$ cat src/rtl/evt_pkg.sv
// Types and helpers shared by the event burst generator and the event counter it feeds.
// The index wrap lives here so that both ends of the link agree after every strobe.
package evt_pkg;

    typedef enum logic {
        IDLE = 1'b0,
        RUN  = 1'b1
    } evt_gen_state_t;

    localparam int CNT_W_DEFAULT = 16;

    // Modulo-max increment. The arguments are 32 bits wide so that a modulus of 65536 can be passed.
    function automatic logic [31:0] next_idx(input logic [31:0] cur, input logic [31:0] max);
        logic [31:0] nxt;
        if (cur == max - 32'd1) begin
            nxt = 32'd0;
        end else begin
            nxt = cur + 32'd1;
        end
        return nxt;
    endfunction

endpackage

$ cat src/rtl/evt_burst_gen_if.sv
// Control and strobe bundle between a burst requester (master) and the generator (slave).
interface evt_burst_gen_if
    import evt_pkg::*;
#(
    parameter int CNT_W = CNT_W_DEFAULT
);

    logic             start_in;
    logic             stop_in;
    logic [CNT_W-1:0] period_in;
    logic [CNT_W-1:0] burst_in;
    logic             evt_out;
    logic [CNT_W-1:0] idx_out;
    logic             busy_out;
    logic             done_out;

    modport master (
        output start_in,
        output stop_in,
        output period_in,
        output burst_in,
        input  evt_out,
        input  idx_out,
        input  busy_out,
        input  done_out
    );

    modport slave (
        input  start_in,
        input  stop_in,
        input  period_in,
        input  burst_in,
        output evt_out,
        output idx_out,
        output busy_out,
        output done_out
    );

endinterface

$ cat src/rtl/evt_burst_gen_period_timer.sv
// Reloading down-counter that paces the strobes. It is loaded with P-1 and ticks each
// time it reaches zero while enabled, which gives exactly one tick every P enabled cycles.
module evt_period_timer
    import evt_pkg::*;
#(
    parameter int CNT_W = CNT_W_DEFAULT
) (
    input  logic             clk_in,
    input  logic             rst_in,
    input  logic             load,
    input  logic [CNT_W-1:0] load_val,
    input  logic             en,
    output logic             tick
);

    localparam logic [CNT_W-1:0] ZERO = {CNT_W{1'b0}};
    localparam logic [CNT_W-1:0] ONE  = CNT_W'(1);

    logic [CNT_W-1:0] reload_r;
    logic [CNT_W-1:0] cnt_r;

    assign tick = en && (cnt_r == ZERO);

    // Hold the reload value and run the down-count.
    always_ff @(posedge clk_in or posedge rst_in) begin
        if (rst_in) begin
            reload_r <= ZERO;
            cnt_r    <= ZERO;
        end else if (load) begin
            reload_r <= load_val;
            cnt_r    <= load_val;
        end else if (en) begin
            if (cnt_r == ZERO) begin
                cnt_r <= reload_r;
            end else begin
                cnt_r <= cnt_r - ONE;
            end
        end else begin
            cnt_r <= cnt_r;
        end
    end

endmodule

$ cat src/rtl/evt_burst_gen.sv
// Paced event strobe generator: emits a burst of N strobes or a continuous stream, and carries
// a wrapping index that stays in step with a downstream event counter fed by evt_out.
module evt_burst_gen
    import evt_pkg::*;
#(
    parameter int MAX_COUNT = 40_000,  // legal range 2..65536
    parameter int CNT_W     = CNT_W_DEFAULT
) (
    input logic             clk_in,
    input logic             rst_in,
    evt_burst_gen_if.slave  bus
);

    localparam logic [CNT_W-1:0] ZERO = {CNT_W{1'b0}};
    localparam logic [CNT_W-1:0] ONE  = CNT_W'(1);

    evt_gen_state_t   state_r;
    logic [CNT_W-1:0] burst_r;
    logic [CNT_W-1:0] sent_r;
    logic             evt_r;
    logic [CNT_W-1:0] idx_r;
    logic             busy_r;
    logic             done_r;

    logic [CNT_W-1:0] load_val_s;
    logic             load_s;
    logic             tick_s;
    logic             timer_en_s;
    logic             last_s;
    logic [CNT_W-1:0] idx_nxt_s;

    // A period of 0 behaves like 1, so the timer reload value saturates at zero.
    always_comb begin
        load_val_s = ZERO;
        if (bus.period_in == ZERO) begin
            load_val_s = ZERO;
        end else begin
            load_val_s = bus.period_in - ONE;
        end
    end

    assign load_s     = (state_r == IDLE) && bus.start_in;
    assign timer_en_s = (state_r == RUN);
    assign last_s     = (burst_r != ZERO) && (sent_r == burst_r - ONE);
    assign idx_nxt_s  = CNT_W'(next_idx(32'(idx_r), 32'(MAX_COUNT)));

    evt_period_timer #(
        .CNT_W (CNT_W)
    ) u_timer (
        .clk_in   (clk_in),
        .rst_in   (rst_in),
        .load     (load_s),
        .load_val (load_val_s),
        .en       (timer_en_s),
        .tick     (tick_s)
    );

    // Control FSM with the burst counter, index and all registered outputs.
    // The index is deliberately not cleared by start, matching a free-running receiver.
    always_ff @(posedge clk_in or posedge rst_in) begin
        if (rst_in) begin
            state_r <= IDLE;
            burst_r <= ZERO;
            sent_r  <= ZERO;
            evt_r   <= 1'b0;
            idx_r   <= ZERO;
            busy_r  <= 1'b0;
            done_r  <= 1'b0;
        end else begin
            evt_r  <= 1'b0;
            done_r <= 1'b0;
            case (state_r)
                IDLE: begin
                    if (bus.start_in) begin
                        burst_r <= bus.burst_in;
                        sent_r  <= ZERO;
                        busy_r  <= 1'b1;
                        state_r <= RUN;
                    end else begin
                        busy_r  <= 1'b0;
                    end
                end
                RUN: begin
                    // Stop outranks a strobe that would land on the same edge.
                    if (bus.stop_in) begin
                        state_r <= IDLE;
                        busy_r  <= 1'b0;
                        done_r  <= 1'b1;
                    end else if (tick_s) begin
                        evt_r <= 1'b1;
                        idx_r <= idx_nxt_s;
                        if (last_s) begin
                            state_r <= IDLE;
                            busy_r  <= 1'b0;
                            done_r  <= 1'b1;
                        end else begin
                            sent_r <= sent_r + ONE;
                        end
                    end else begin
                        busy_r <= 1'b1;
                    end
                end
                default: begin
                    state_r <= IDLE;
                    busy_r  <= 1'b0;
                end
            endcase
        end
    end

    assign bus.evt_out  = evt_r;
    assign bus.idx_out  = idx_r;
    assign bus.busy_out = busy_r;
    assign bus.done_out = done_r;

endmodule

$ cat src/flat_wrapper.sv
// flat-port wrapper written by rule: the top's interface ports become plain ports
module evt_burst_gen_flat import evt_pkg::*;
#(
    parameter int MAX_COUNT = 40_000,                         
    parameter int CNT_W     = CNT_W_DEFAULT
)
  (clk_in, rst_in, bus_start_in, bus_stop_in, bus_period_in, bus_burst_in, bus_evt_out, bus_idx_out, bus_busy_out, bus_done_out);
  evt_burst_gen_if #(.CNT_W(CNT_W)) bus_i ();
  input logic clk_in;
  input logic rst_in;
  input wire logic [$bits(bus_i.start_in)-1:0] bus_start_in;
  input wire logic [$bits(bus_i.stop_in)-1:0] bus_stop_in;
  input wire logic [$bits(bus_i.period_in)-1:0] bus_period_in;
  input wire logic [$bits(bus_i.burst_in)-1:0] bus_burst_in;
  output wire logic [$bits(bus_i.evt_out)-1:0] bus_evt_out;
  output wire logic [$bits(bus_i.idx_out)-1:0] bus_idx_out;
  output wire logic [$bits(bus_i.busy_out)-1:0] bus_busy_out;
  output wire logic [$bits(bus_i.done_out)-1:0] bus_done_out;
  assign bus_i.start_in = bus_start_in;
  assign bus_i.stop_in = bus_stop_in;
  assign bus_i.period_in = bus_period_in;
  assign bus_i.burst_in = bus_burst_in;
  assign bus_evt_out = bus_i.evt_out;
  assign bus_idx_out = bus_i.idx_out;
  assign bus_busy_out = bus_i.busy_out;
  assign bus_done_out = bus_i.done_out;
  evt_burst_gen #(.MAX_COUNT(MAX_COUNT), .CNT_W(CNT_W)) u_core (.clk_in(clk_in), .rst_in(rst_in), .bus(bus_i));
endmodule
$ cat config.mk
export PLATFORM = sky130hd
export DESIGN_NAME = evt_burst_gen_flat
export DESIGN_NICKNAME = d
export VERILOG_FILES = /design/src/rtl/evt_pkg.sv /design/src/rtl/evt_burst_gen_if.sv /design/src/rtl/evt_burst_gen_period_timer.sv /design/src/rtl/evt_burst_gen.sv /design/src/flat_wrapper.sv
export SDC_FILE = /design/constraint.sdc
export NUM_CORES = 1
export LEC_CHECK = 0
export CAP_MARGIN = 10
export CORE_AREA = 2 2 118 120
export CTS_CLUSTER_SIZE = 12
export DETAILED_ROUTE_END_ITERATION = 6
export DIE_AREA = 0 0 120 122
export DONT_BUFFER_PORTS = 1
export GPL_TIMING_DRIVEN = 1
export PLACE_DENSITY = 0.66
export SLEW_MARGIN = 40
export SYNTH_ARGS = -nofsm -noshare
export SYNTH_HDL_FRONTEND = slang
export SYNTH_HIERARCHICAL = 1
export SYNTH_SLANG_ARGS = --single-unit
$ cat constraint.sdc
create_clock -name clk_in -period 6.1 [get_ports clk_in]
set_input_delay 1.83 -clock clk_in [delete_from_list [all_inputs] [get_ports clk_in]]
set_output_delay 1.83 -clock clk_in [all_outputs]
set_load 0.005 [all_outputs]
=== Yosys cells after proc, flatten, opt, wreduce, memory -nomap -nowiden ===
Index checks and enable logic that the tools add are counted.

* Bitwise operators: 2
* Reduce and logical (&&, ||, !) cells: 10
* Muxes and demuxes: 26
* Add/sub/neg operators: 5
* Equality and inequality tests: 7

{| class="wikitable"
|+ Operator list
! operator !! number
|-
| 16-bit 2-to-1 mux || 9
|-
| 16-bit by 1-bit subtractor with 16-bit output (second input constant) || 3
|-
| 16-bit by 1-bit adder with 16-bit output (second input constant) || 2
|-
| 16-bit zero test || 2
|-
| 16-bit case mux with 2 select lines || 1
|-
| 16-bit equality test || 1
|-
| 16-bit equality test (second input constant) || 1
|-
| 16-bit nonzero test || 1
|-
| 1-bit 2-to-1 mux || 14
|-
| 2-bit != test (second input constant) || 4
|-
| 4-bit != test (second input constant) || 1
|-
| 1-bit case mux with 2 select lines || 2
|-
| 4-bit AND reduction || 1
|-
| 1-bit logical AND || 3
|-
| 3-bit AND reduction || 1
|-
| 1-bit inverter || 2
|-
| 2-bit AND reduction || 1
|-
| 2-bit nonzero test || 1
|}

* Bits of input ports: 36
* Register bits after elaboration: 84
* Output and inout bits: 19
* Logic and storage cells: 59

=== Longest topological paths before layout ===
* Depth after elaboration: 7
* Depth in mapped cells: 13
* Depth with buffers taken out: 13

=== Hierarchy ===
The synthesis kept the hierarchy.

{| class="wikitable"
|+ Modules (own cells, without submodules)
! module !! area an instance (um^2) !! instances !! cells each !! sequential area each (um^2)
|-
| evt_burst_gen || 3,414.5 || 1 || 398 || 1,301.2
|-
| evt_period_timer || 1,850.5 || 1 || 186 || 800.8
|}

=== Worst setup path before layout ===
OpenSTA, ideal clock, no wires.

* Kind: input-to-reg
* Start: input bus_period_in[2]
* End: register u_core.u_timer.cnt_r[15]
* Path buffers: 0
* Required time: 5,970 ps
* Data arrival time: 3,700 ps
* Setup slack: 2,270 ps
* Stages: 7
* Setup time: 130 ps
* Path through: or4_1 > nor4_1 > nand2_1 > nor3_1 > mux2_2 > a22oi_1 > o21ai_0

* Cells in the longest elaborated chain, start to end: 3
* Elaborated cells between the ends (all ways): 4
* Those cells by class: add/sub (1); mux (2); reduce/logical (1)

{| class="wikitable"
|+ Ends and longest elaborated chain
! item !! RTL line !! text
|-
| from (decl) || flat_wrapper.sv:13 || <nowiki>input wire logic [$bits(bus_i.period_in)-1:0] bus_period_in;</nowiki>
|-
| 16-bit by 1-bit subtractor with 16-bit output or 16-bit zero test (tied branches) || evt_burst_gen.sv:38, evt_burst_gen.sv:35 ||
|-
| 16-bit 2-to-1 mux (*) || evt_burst_gen.sv:35 || <nowiki>if (bus.period_in == ZERO) begin</nowiki>
|-
| named net u_core.load_val_s[15] || evt_burst_gen.sv:25 || <nowiki>logic [CNT_W-1:0] load_val_s;</nowiki>
|-
| 16-bit 2-to-1 mux (*) || evt_burst_gen_period_timer.sv:29 || <nowiki>end else if (load) begin</nowiki>
|-
| to (signal assigned) || evt_burst_gen_period_timer.sv:31 || <nowiki>cnt_r <= load_val;</nowiki>
|-
| to (signal assigned) || evt_burst_gen_period_timer.sv:34 || <nowiki>cnt_r <= reload_r;</nowiki>
|-
| to (signal assigned) || evt_burst_gen_period_timer.sv:36 || <nowiki>cnt_r <= cnt_r - ONE;</nowiki>
|-
| to (decl) || evt_burst_gen_period_timer.sv:20 || <nowiki>logic [CNT_W-1:0] cnt_r;</nowiki>
|}

The timed path passes the listed nets; every way through them passes the cells marked *.
A chain may end at the register's enable or synchronous reset.

=== Worst setup path after layout ===
Same ends and word-level chain as after synthesis.

==> results.sh <==
export IMPL_peakVddDrop_v=0.0001492
export IMPL_synthArstFlopShare_pct=100.0
export IMPL_h_tree_depth=3
export IMPL_avgSynthCellArea_um2=9.015
export IMPL_dieArea_mm2=0.01464
export IMPL_clk_pin_slew_ps=60
export IMPL_row_count=43
export IMPL_via_count=4192
export IMPL_cts_sinks=84
export IMPL_synth_edf_count=0
export IMPL_cts_repair_resized=0
export IMPL_die_x_um=120
export IMPL_holdPathEnd="u_core/u_timer/reload_r[11]$_DFFE_PP0P_"
export IMPL_timing_rr_end="u_core/bus.idx_out[15]$_DFFE_PP0P_"
export IMPL_drive_above_1_share_pct=9.615
export IMPL_finalSetupTns_ps=0
export IMPL_yosysTopAreaCellShare_pct=39.92
export IMPL_synth_area_mm2=0.005265
export IMPL_holdCritPathClass="flip-flop to flip-flop"
export IMPL_cp_arrival_ps=4000
export IMPL_drc_errors=0
export IMPL_antenna_diode_count=0
export IMPL_antenna_left=0
export IMPL_place_area_mm2=0.005375
export IMPL_ys_top_cells_by_area="dfrtp_1 (40%), nand2_1 (6.8%), xnor2_1 (6.0%)"
export IMPL_finalCriticalPeriod_ps=3782
export IMPL_setup_viol=0
export IMPL_yosysWarnings=6
export IMPL_powerDensity_mw_per_mm2=303.6
export IMPL_grt_max_degree=53
export IMPL_leakage_uw=0.002395
export IMPL_drt_wirelength_per_cell_um=15.79
export IMPL_grt_pass1_vias=4145
export IMPL_root_buffer="clkbuf_16"
export IMPL_worst_pin_slew_ps=826.9
export IMPL_ys_flop_type="dfrtp_1"
export IMPL_syn_nets=627
export IMPL_nets=610
export IMPL_timing_final_crit_share_pct=62.01
export IMPL_die_height_um=122
export IMPL_cp_max_fo=4
export IMPL_required_ps=6320
export IMPL_timing_final_ws_setup_ps=2318
export IMPL_core_mm2=0.01350
export IMPL_antenna_found_initial=0
export IMPL_via_per_inst=5.574
export IMPL_grt_pass1_wl_um=19950
export IMPL_preCtsSetupSlack_ps=1993
export IMPL_clock_latency_ps=350
export IMPL_drtIter0Drc=264
export IMPL_yosysUniqueCellTypes=71
export IMPL_ys_ff_latch=84
export IMPL_critical_path_class="primary input to flip-flop"
export IMPL_area_delta_synth_final_pct=7.581
export IMPL_gr_total_overflow=0
export IMPL_hpwl_um=8388
export IMPL_clockBufferDepth=2
export IMPL_crit_path_end_kind="flip-flop"
export IMPL_fmax_mhz=264.4
export IMPL_cap_violations=0
export IMPL_rsz0062_at_grt="false"
export IMPL_cp_start_kind="primary input"
export IMPL_finClkSkew_ps=9.271
export IMPL_min_from="u_core/u_timer/reload_r[11]$_DFFE_PP0P_"
export IMPL_cts_tree="done"
export IMPL_ff2ff_path_depth=11
export IMPL_slew_headroom_pct=44.76
export IMPL_synthCells=584
export IMPL_first_pass_iters=5
export IMPL_ios=55
export IMPL_min_path_cells=1
export IMPL_design_area_mm2=0.005664
export IMPL_cts_hold_buffers=0
export IMPL_finalWeightedCongestion=0.8639
export IMPL_fillerInstances=1319
export IMPL_ys_top_cells_by_count="nand2_1 (95), dfrtp_1 (84), nor2_1 (45)"
export IMPL_status="finished, final reports clean"
export IMPL_initial_utilization_pct=38.99
export IMPL_port_buffers=0
export IMPL_grtUsageTotal_pct=17.01
export IMPL_totalWireLength_um=11870
export IMPL_cts_setup_buffers=0
export IMPL_r2r_start="u_core/u_timer/cnt_r[4]$_DFFE_PP0P_"
export IMPL_final_hold_violation_count=0
export IMPL_synth_most_common_cell="nand2_1"
export IMPL_drv_slew=0
export IMPL_numCtsBuffers=9
export IMPL_yosysTopAreaCell="dfrtp_1"
export IMPL_yosysSeqAreaShare_pct=39.92
export IMPL_reg2reg_slack_ps=2720
## logic make-up after synthesis
logic type | after synthesis | synth area share [%]
multiplexers | 24 | 4.777
flip-flops | 84 | 39.92
AND/OR/NAND/NOR | 271 | 28.54
adder cells (fa/ha/maj) | 7 | 1.663
XOR/XNOR | 48 | 7.985
AO/OA/AOI/OAI | 97 | 12.79
buffers and inverters | 53 | 4.325
## layer usage
metal	global-route usage, %	vias to the layer above	wire length [um]
met3	4.260	12	608
met1	20.93	2032	5336
met5	0	-	0
met2	29.55	100	5805
met4	4.853	0	123
li1	-	2048	-
## sequential cells by signal, summed over array words and instances (netlist names)
| register | flops |
|---|---|
| u_core/burst_r | 16 |
| u_core/bus.busy_out | 1 |
| u_core/bus.done_out | 1 |
| u_core/bus.evt_out | 1 |
| u_core/bus.idx_out | 16 |
| u_core/sent_r | 16 |
| u_core/state_r | 1 |
| u_core/u_timer/cnt_r | 16 |
| u_core/u_timer/reload_r | 16 |
## cell type report
type,count,area [um^2],share of cell area (%)
Tap cell,180,225.2,3.976
Timing Repair Buffer,3,22.52,0.3976
Sequential cell,84,2102,37.11
Inverter,22,85.08,1.502
Clock inverter,5,36.28,0.6406
Clock buffer,11,252.7,4.462
Multi-Input combinational cell,447,2940,51.91
## power by group
group,total (uW),leakage (uW),switching [uW],internal (uW)
sequential,774,0.00108,132,643
combinational,418,0.00118,235,183
clock,527,0.000134,229,298
## through the flow
step | total power, uW | hold slack, ps | utilization, % | cells
final | 1720 | 505.7 | 41.94 | 752
after global routing | 1827 | 520.1 | 41.94 | 752
after CTS | 1739 | 504.1 | 41.94 | 752
after detailed placement | 1198 | 490.9 | 39.80 | 736
after global placement | 1182 | 475.7 | 39.75 | 736
after floorplan | 1108 | 448.7 | - | 584
## critical path, stage by stage
cell     delay [ps]
or4_1           570
nor4_1          560
nand2_1         200
nor3_1          210
mux2_2          370
a22oi_1         170
o21ai_0         100
## cell usage in the layout, fill, tap and decap left out, types with 8 or more instances in the layout
cell type	count
a21oi_1	8
clkbuf_16	9
a31oi_1	9
nand3_1	11
mux2_2	9
dfrtp_1	84
nand2b_1	13
xnor2_1	36
nand2_1	95
xor2_1	12
nor2_1	45
inv_1	20
o21ai_0	28
mux2i_1	15
and3_1	11
nor3_1	15
nor4_1	12
nand4_1	13
## how the worst max path moves through the flow
stage	from	to	slack, ps
6_report	bus_period_in[2]	u_core/u_timer/cnt_r[15]$_DFFE_PP0P_	2320
5_1_grt	bus_period_in[2]	u_core/u_timer/cnt_r[15]$_DFFE_PP0P_	2200
4_1_cts	bus_period_in[2]	u_core/u_timer/cnt_r[15]$_DFFE_PP0P_	2350
3_5_place_dp	bus_period_in[2]	u_core/u_timer/cnt_r[15]$_DFFE_PP0P_	1990
3_3_place_gp	bus_period_in[2]	u_core/u_timer/cnt_r[15]$_DFFE_PP0P_	2090
2_1_floorplan	bus_period_in[2]	u_core/u_timer/cnt_r[15]$_DFFE_PP0P_	2270
Power figures use the tool's default switching activity.
